===== config.mk =====
export PLATFORM = sky130hd
export DESIGN_NAME = pe_serial_mac
export DESIGN_NICKNAME = d
export VERILOG_FILES = /design/src/rtl/pe_serial_mac.sv
export SDC_FILE = /design/constraint.sdc
export NUM_CORES = 1
export LEC_CHECK = 0
export CORE_MARGIN = 5
export CORE_UTILIZATION = 30
export DETAILED_ROUTE_END_ITERATION = 8
export GPL_ROUTABILITY_DRIVEN = 1
export PLACE_DENSITY_LB_ADDON = 0.25
export SLEW_MARGIN = 20
export SYNTH_ARGS = -nofsm -noshare
export SYNTH_HDL_FRONTEND = slang
export SYNTH_SLANG_ARGS = --single-unit

===== constraint.sdc =====
create_clock -name clk -period 22.9 [get_ports clk]
set_input_delay 6.87 -clock clk [delete_from_list [all_inputs] [get_ports clk]]
set_output_delay 6.87 -clock clk [all_outputs]
set_load 0.005 [all_outputs]

===== src/rtl/pe_serial_mac.sv =====
// Radix-2^BPC serial multiply-accumulate PE. The multiplier is consumed BPC bits per cycle and
// the result is accumulated locally or onto an upstream partial sum. Accepted operands are forwarded.
module pe_serial_mac #(
   parameter int IWIDTH = 8,
   parameter int BPC    = 1,
   parameter int OWIDTH = 24,
   parameter int SIGNED = 1,
   parameter int SAT    = 1
) (
   input  logic              clk,
   input  logic              rst_n,
   input  logic              start,
   input  logic              add_in,
   input  logic              clr,
   input  logic [IWIDTH-1:0] ifm,
   input  logic [IWIDTH-1:0] wght,
   input  logic [OWIDTH-1:0] sum_i,
   output logic [IWIDTH-1:0] ifm_d,
   output logic [IWIDTH-1:0] wght_d,
   output logic              start_d,
   output logic              busy,
   output logic              done,
   output logic [OWIDTH-1:0] ofm_d,
   output logic              ovf
);

   localparam int N  = IWIDTH / BPC;
   localparam int PW = 2 * IWIDTH;
   localparam int CW = (N > 1) ? $clog2(N) : 1;
   localparam logic [CW-1:0] LAST = CW'(N - 1);

   typedef enum logic {IDLE, BUSY} state_t;

   state_t              state_q, state_d;
   logic [PW-1:0]       mcand_q, mcand_d;
   logic [PW-1:0]       partial_q, partial_d;
   logic [IWIDTH-1:0]   mult_q, mult_d;
   logic [CW-1:0]       cnt_q, cnt_d;
   logic                mode_q, mode_d;
   logic [IWIDTH-1:0]   ifm_fwd_q, ifm_fwd_d;
   logic [IWIDTH-1:0]   wght_fwd_q, wght_fwd_d;
   logic                start_d_q, start_d_d;
   logic                done_q, done_d;
   logic [OWIDTH-1:0]   acc_q, acc_d;
   logic                ovf_q, ovf_d;

   logic [PW-1:0]       chunk_x, term, prod;
   logic [OWIDTH-1:0]   prod_x, base, sat_val, result;
   logic [OWIDTH:0]     sum_x;
   logic                of_flag;

   always_comb begin : arith
      // only the top chunk carries a negative weight in two's-complement mode
      chunk_x = '0;
      chunk_x[BPC-1:0] = mult_q[BPC-1:0];
      if (SIGNED != 0 && cnt_q == LAST) begin
         chunk_x = PW'($signed(mult_q[BPC-1:0]));
      end
      term = (mcand_q * chunk_x) << (32'(cnt_q) * BPC);
      prod = partial_q + term;
      base = mode_q ? sum_i : (clr ? '0 : acc_q);
      if (SIGNED != 0) begin
         prod_x  = OWIDTH'($signed(prod));
         sum_x   = (OWIDTH+1)'($signed(base)) + (OWIDTH+1)'($signed(prod_x));
         of_flag = sum_x[OWIDTH] ^ sum_x[OWIDTH-1];
         sat_val = {sum_x[OWIDTH], {(OWIDTH-1){~sum_x[OWIDTH]}}};
      end else begin
         prod_x  = OWIDTH'(prod);
         sum_x   = {1'b0, base} + {1'b0, prod_x};
         of_flag = sum_x[OWIDTH];
         sat_val = '1;
      end
      result = (of_flag && SAT != 0) ? sat_val : sum_x[OWIDTH-1:0];
   end

   always_comb begin : next_state
      state_d    = state_q;
      mcand_d    = mcand_q;
      partial_d  = partial_q;
      mult_d     = mult_q;
      cnt_d      = cnt_q;
      mode_d     = mode_q;
      ifm_fwd_d  = ifm_fwd_q;
      wght_fwd_d = wght_fwd_q;
      start_d_d  = 1'b0;
      done_d     = 1'b0;
      acc_d      = acc_q;
      ovf_d      = ovf_q;
      case (state_q)
         IDLE: begin
            if (clr) begin
               acc_d = '0;
               ovf_d = 1'b0;
            end
            if (start) begin
               state_d    = BUSY;
               mcand_d    = (SIGNED != 0) ? PW'($signed(ifm)) : PW'(ifm);
               mult_d     = wght;
               mode_d     = add_in;
               cnt_d      = '0;
               partial_d  = '0;
               ifm_fwd_d  = ifm;
               wght_fwd_d = wght;
               start_d_d  = 1'b1;
            end
         end
         BUSY: begin
            partial_d = prod;
            mult_d    = mult_q >> BPC;
            cnt_d     = cnt_q + 1'b1;
            if (cnt_q != LAST) begin
               if (clr) begin
                  acc_d = '0;
                  ovf_d = 1'b0;
               end
            end else begin
               acc_d   = result;
               ovf_d   = (clr ? 1'b0 : ovf_q) | of_flag;
               done_d  = 1'b1;
               state_d = IDLE;
            end
         end
         default: state_d = IDLE;
      endcase
   end

   always_ff @(posedge clk or negedge rst_n) begin
      if (!rst_n) begin
         state_q    <= IDLE;
         mcand_q    <= '0;
         partial_q  <= '0;
         mult_q     <= '0;
         cnt_q      <= '0;
         mode_q     <= 1'b0;
         ifm_fwd_q  <= '0;
         wght_fwd_q <= '0;
         start_d_q  <= 1'b0;
         done_q     <= 1'b0;
         acc_q      <= '0;
         ovf_q      <= 1'b0;
      end else begin
         state_q    <= state_d;
         mcand_q    <= mcand_d;
         partial_q  <= partial_d;
         mult_q     <= mult_d;
         cnt_q      <= cnt_d;
         mode_q     <= mode_d;
         ifm_fwd_q  <= ifm_fwd_d;
         wght_fwd_q <= wght_fwd_d;
         start_d_q  <= start_d_d;
         done_q     <= done_d;
         acc_q      <= acc_d;
         ovf_q      <= ovf_d;
      end
   end

   assign ifm_d   = ifm_fwd_q;
   assign wght_d  = wght_fwd_q;
   assign start_d = start_d_q;
   assign busy    = (state_q == BUSY);
   assign done    = done_q;
   assign ofm_d   = acc_q;
   assign ovf     = ovf_q;

endmodule

**After elaboration in Yosys (flattened, before gate mapping)**

Index checks and enable logic that the tools add are counted.

- Add/subtract/negate cells: 3
- Multipliers: 1
- Div/mod/pow operators: 0
- Magnitude comparators: 0
- Equality and inequality tests: 3
- Shift operators: 1
- Mux-type cells: 21
- Bitwise gates (word level): 4
- Reductions and logical operators: 1

Operators with widths:

| kind | number |
|---|---|
| 24-bit 2-to-1 mux | 4 |
| 24-bit case mux with 2 select lines | 1 |
| 16-bit 2-to-1 mux | 2 |
| 16-bit case mux with 2 select lines | 1 |
| 24-bit by 16-bit adder with 25-bit output | 1 |
| 16-bit adder | 1 |
| 8-bit by 16-bit multiplier with 16-bit output | 1 |
| 8-bit case mux with 2 select lines | 1 |
| 16-bit by 3-bit left shift with 16-bit output | 1 |
| 8-bit 2-to-1 mux | 1 |
| 1-bit 2-to-1 mux | 7 |
| 3-bit case mux with 2 select lines | 1 |
| 1-bit case mux with 2 select lines | 2 |
| 3-bit by 1-bit adder with 3-bit output (second input constant) | 1 |
| 3-bit equality test (second input constant) | 1 |
| 3-bit 2-to-1 mux | 1 |
| 3-bit inequality test (second input constant) | 1 |
| 2-bit inequality test (second input constant) | 1 |
| 1-bit inverter | 2 |
| 2-bit AND reduction | 1 |
| 1-bit bitwise OR | 1 |
| 1-bit XOR | 1 |

- Register bits after elaboration: 80
- Bits in latches: 0
- Bits in writable memories: 0
- Memory bits (read-only): 0
- Output and inout bits: 44
- Memories: 0

**Logic depth before layout (Yosys ltp)**

- Depth after elaboration: 10
- Gate-level depth with buffers: 45
- Depth with buffers taken out: 42

**Least setup slack after synthesis**

OpenSTA, ideal clock, no wires.

- Kind: input port to flip-flop
- Start point: input clr
- End point: register acc_q[20] (netlist: ofm_d[20])
- Library setup time: 0.095 ns
- Arrival: 10.230 ns
- Data required time: 22.805 ns
- Setup slack: 12.575 ns
- Stages on the path: 19
- Path through: clkbuf_1 > nand2b_1 > o21ai_0 > ha_1 > inv_1 > fa_1 > nand2b_1 > a21oi_1 > o211ai_1 > a31oi_1 > a21oi_1 > a211oi_1 > nand4_1 > nand4_1 > a21oi_1 > o21ai_1 > buf_2 > a311oi_1 > o31ai_1

- Cells in the longest elaborated chain, start to end: 7
- Elaborated cells on any way between the ends: 8
- Those cells by class: add/sub (1); mux (5); bitwise (2)

Ends and longest elaborated chain:

| element | line | source |
|---|---|---|
| from (decl) | 14 | `input logic clr,` |
| 24-bit 2-to-1 mux (*) | -- |  |
| 24-bit 2-to-1 mux | 61 | `base = mode_q ? sum_i : (clr ? '0 : acc_q);` |
| 24-bit by 16-bit adder with 25-bit output | 64 | `sum_x = (OWIDTH+1)'($signed(base)) + (OWIDTH+1)'($signed(prod_x));` |
| 1-bit XOR / 1-bit inverter (equally long branches) | 65, 66 |  |
| 24-bit 2-to-1 mux | 73 | `result = (of_flag && SAT != 0) ? sat_val : sum_x[OWIDTH-1:0];` |
| 24-bit 2-to-1 mux | 111 | `if (cnt_q != LAST) begin` |
| 24-bit case mux with 2 select lines (*) | 89 | `case (state_q)` |
| via acc_d[20] | 44 | `logic [OWIDTH-1:0] acc_q, acc_d;` |
| to (signal assigned) | 139 | `acc_q <= '0;` |
| to (signal assigned) | 152 | `acc_q <= acc_d;` |
| to (decl) | 44 |  |

Mark *: on every way through the listed nets, which the timed path passes. The rest lies on a longest branch.
A chain may end at the register's enable or synchronous reset.

**Worst setup path in the final report**

Same ends and word-level chain as after synthesis.

==> impl_metrics.py <==
metrics = {
    "timing": {
        "finalHoldViolCount": 0,
        "hold_slack_ns": 0.478,
        "setup-violations-final": 0,
        "fin_crit_ns": 11.89,
        "skew_ns": 0.0129,
        "tightest_slew_ns": 0.843,
        "tns_ns": 0,
        "slew_headroom_pct": 43.6,
        "period_share_pct": 51.9,
        "rsz0062_at_grt": "false",
        "final-max-slew-violation-count": 0,
        "fmax_ghz": 0.0841,
    },
    "route": {
        "drc_errors": 0,
        "viasPerCell": 5.07,
        "dr_total_vias": 6260,
        "wl_per_cell_um": 15.4,
        "antenna_left": 0,
        "first_iter_violations": 295,
        "drt-total-wl_um": 19100,
        "first_pass_iters": 6,
    },
    "place": {
        "dpl.cell_count": 1219,
        "dp_hpwl_um": 14700,
        "place_congestion": 0.821,
        "numPortBuffers": 88,
    },
    "layout": {
        "instances_no_fill": 1234,
        "final_common_cell": "clkdlybuf4s50_1",
        "drive_above_1_share_pct": 6.56,
        "syn_to_final_growth_pct": 20.5,
        "final_cell_mix": "clkdlybuf4s50_1, nand2_1, inv_1, dfrtp_1, o21ai_0",
        "final_nets": 1046,
        "diodes": 0,
    },
    "setup_path": {
        "end_kind": "flop",
        "path_max_fanout": 25,
        "path_class": "in -> reg",
        "r2r-end": "ofm_d[22]$_DFF_PN0_",
        "worst_setup_path_start_kind": "primary input",
        "cp.required_ns": 23.15,
        "arrival_ns": 12.14,
        "rr_worst_depth": 38,
        "ff2ff_setup_slack_ns": 11.52,
        "r2r_start": "cnt_q[1]$_DFFE_PN0P_",
    },
    "worst_hold_path": {
        "hold_path_class": "reg -> reg",
        "hp-start": "mult_q[7]$_DFFE_PN0P_",
        "hold_path_depth": 2,
        "min_to": "mult_q[6]$_DFFE_PN0P_",
    },
    "cts": {
        "numCtsBuffers": 9,
        "cts.sink_count": 72,
        "hold_buffers": 0,
        "cts_buffer_depth": 2,
        "root_buffer": "clkbuf_16",
        "clk_pin_slew_ns": 0.06,
        "clk_latency_ns": 0.35,
        "cts_resized": 0,
        "cts_max_level": 3,
        "post_cts.repair.setup_buffers": 0,
        "cts_tree": "done",
    },
    "floorplanning": {
        "core_area_mm2": 0.0235,
        "dieArea_mm2": 0.0272,
        "row_count": 56,
        "boundaryPins": 89,
        "dieWidth_um": 165,
        "die_y_um": 165,
        "initial_utilization_pct": 30.6,
    },
    "yosys": {
        "muxShareOfSynthArea_pct": 5.76,
        "synth_edf_count": 0,
        "synth_area_mm2": 0.00721,
        "synth-xor-area-share_pct": 4.50,
        "syn_nets": 982,
        "synth_compound_area_share_pct": 24.0,
        "synth_warnings": 0,
        "synth_area_per_cell_um2": 8.51,
        "syn_inst": 847,
        "ys_async_sr_fraction_pct": 100,
        "synth_top_family_by_area": "compound AO/OA/AOI/OAI gates",
        "synth.distinct_cells": 67,
        "synth_flop_cell": "dfrtp_1",
        "synthAdderAreaFrac_pct": 18.6,
        "ys_seq_elements": 72,
        "synthSimpleGateAreaFrac_pct": 15.7,
        "seq_area_frac_synth_pct": 25.0,
    },
    "global_route": {
        "grt_pass1_vias": 6579,
        "grt_overflow": 0,
        "grt_antenna_before_repair": 0,
        "grt_max_degree": 73,
        "grt_pass1_wl_um": 32500,
        "grt.total_usage_pct": 14.8,
    },
    "run_status": {
        "status": "completed",
    },
    "job": {
        "cap_violations": 0,
    },
}
worst max-delay path, cell delays in order:
cell and delay [ns]:
clkdlybuf4s50_1 0.86, nand2b_1 0.37, o21ai_0 0.16, ha_1 0.19, inv_1 0.05, fa_1 0.37
nand2b_1 0.19, a21oi_1 0.33, o211ai_1 0.16, a31oi_1 0.31, a21oi_1 0.21, a211oi_1 0.37
nand4_1 0.15, nand4_1 0.24, a21oi_1 0.11, o21ai_2 0.48, buf_4 0.34, a311oi_1 0.13
o31ai_1 0.24
routing by layer:
metal  global-route usage (%)  up-vias  part of all wire, %
met1                     19.6     2987                   46
met5                        0        -                    0
met4                     4.57        0                  1.5
met3                     1.87       18                  3.8
met2                     25.1      115                   49
li1                         -     3140                    -
layout make-up:
| cell class | instances | area (um2) |
|---|---|---|
| clock buffer | 11 | 243 |
| clock inverter | 4 | 77.6 |
| fill | 2488 | 14900 |
| inverter | 76 | 287 |
| multi-input combinational | 657 | 4940 |
| sequential | 72 | 1800 |
| tap | 319 | 399 |
| timing repair buffer | 95 | 935 |
state kept, by name (all words and copies together), names as in the netlist:
name / count
busy: 1
cnt_q: 3
done: 1
ifm_d: 8
mode_q: 1
mult_q: 8
ofm_d: 24
ovf: 1
partial_q: 16
start_d: 1
wght_d: 8
metrics by stage:
step | area (um2) | setup slack, ns | util [%]
after global placement | 8360 | 10.86 | 35.5
after floorplan | 7210 | 12.57 | -
after global routing | 8690 | 10.45 | 36.9
final | 8690 | 11.01 | 36.9
after CTS | 8680 | 11.04 | 36.9
after detailed placement | 8360 | 10.67 | 35.5
synth_stat cells (all sizes together) (23+ instances only):
library cell | n | area, um2
nand2 | 78 | 293
o21ai | 75 | 379
inv | 73 | 274
dfrtp | 72 | 1800
ha | 61 | 763
a21oi | 56 | 284
nor2 | 39 | 146
nand2b | 37 | 231
clkbuf | 29 | 109
fa | 29 | 581
xnor2 | 24 | 210
o22ai | 23 | 144
how the worst max path moves through the flow:
stage                     startpoint             endpoint  depth (start not counted)
after floorplan                  clr  ofm_d[20]$_DFF_PN0_                         19
after global placement           clr   ofm_d[1]$_DFF_PN0_                         19
after detailed placement         clr  ofm_d[20]$_DFF_PN0_                         19
after CTS                        clr  ofm_d[22]$_DFF_PN0_                         19
after global routing             clr  ofm_d[20]$_DFF_PN0_                         19
final                            clr  ofm_d[20]$_DFF_PN0_                         19
kinds of logic after synthesis:
family | after synthesis
muxes | 39
and+or+nand+nor | 229
xor gates and xnor gates | 37
buffers and inverters | 118
AOI/OAI and AO/OA | 262
DFF | 72
adders and majority gates | 90
Power is not shown: default switching activity piles up to over one toggle a cycle in this logic, so the estimate is an artifact.
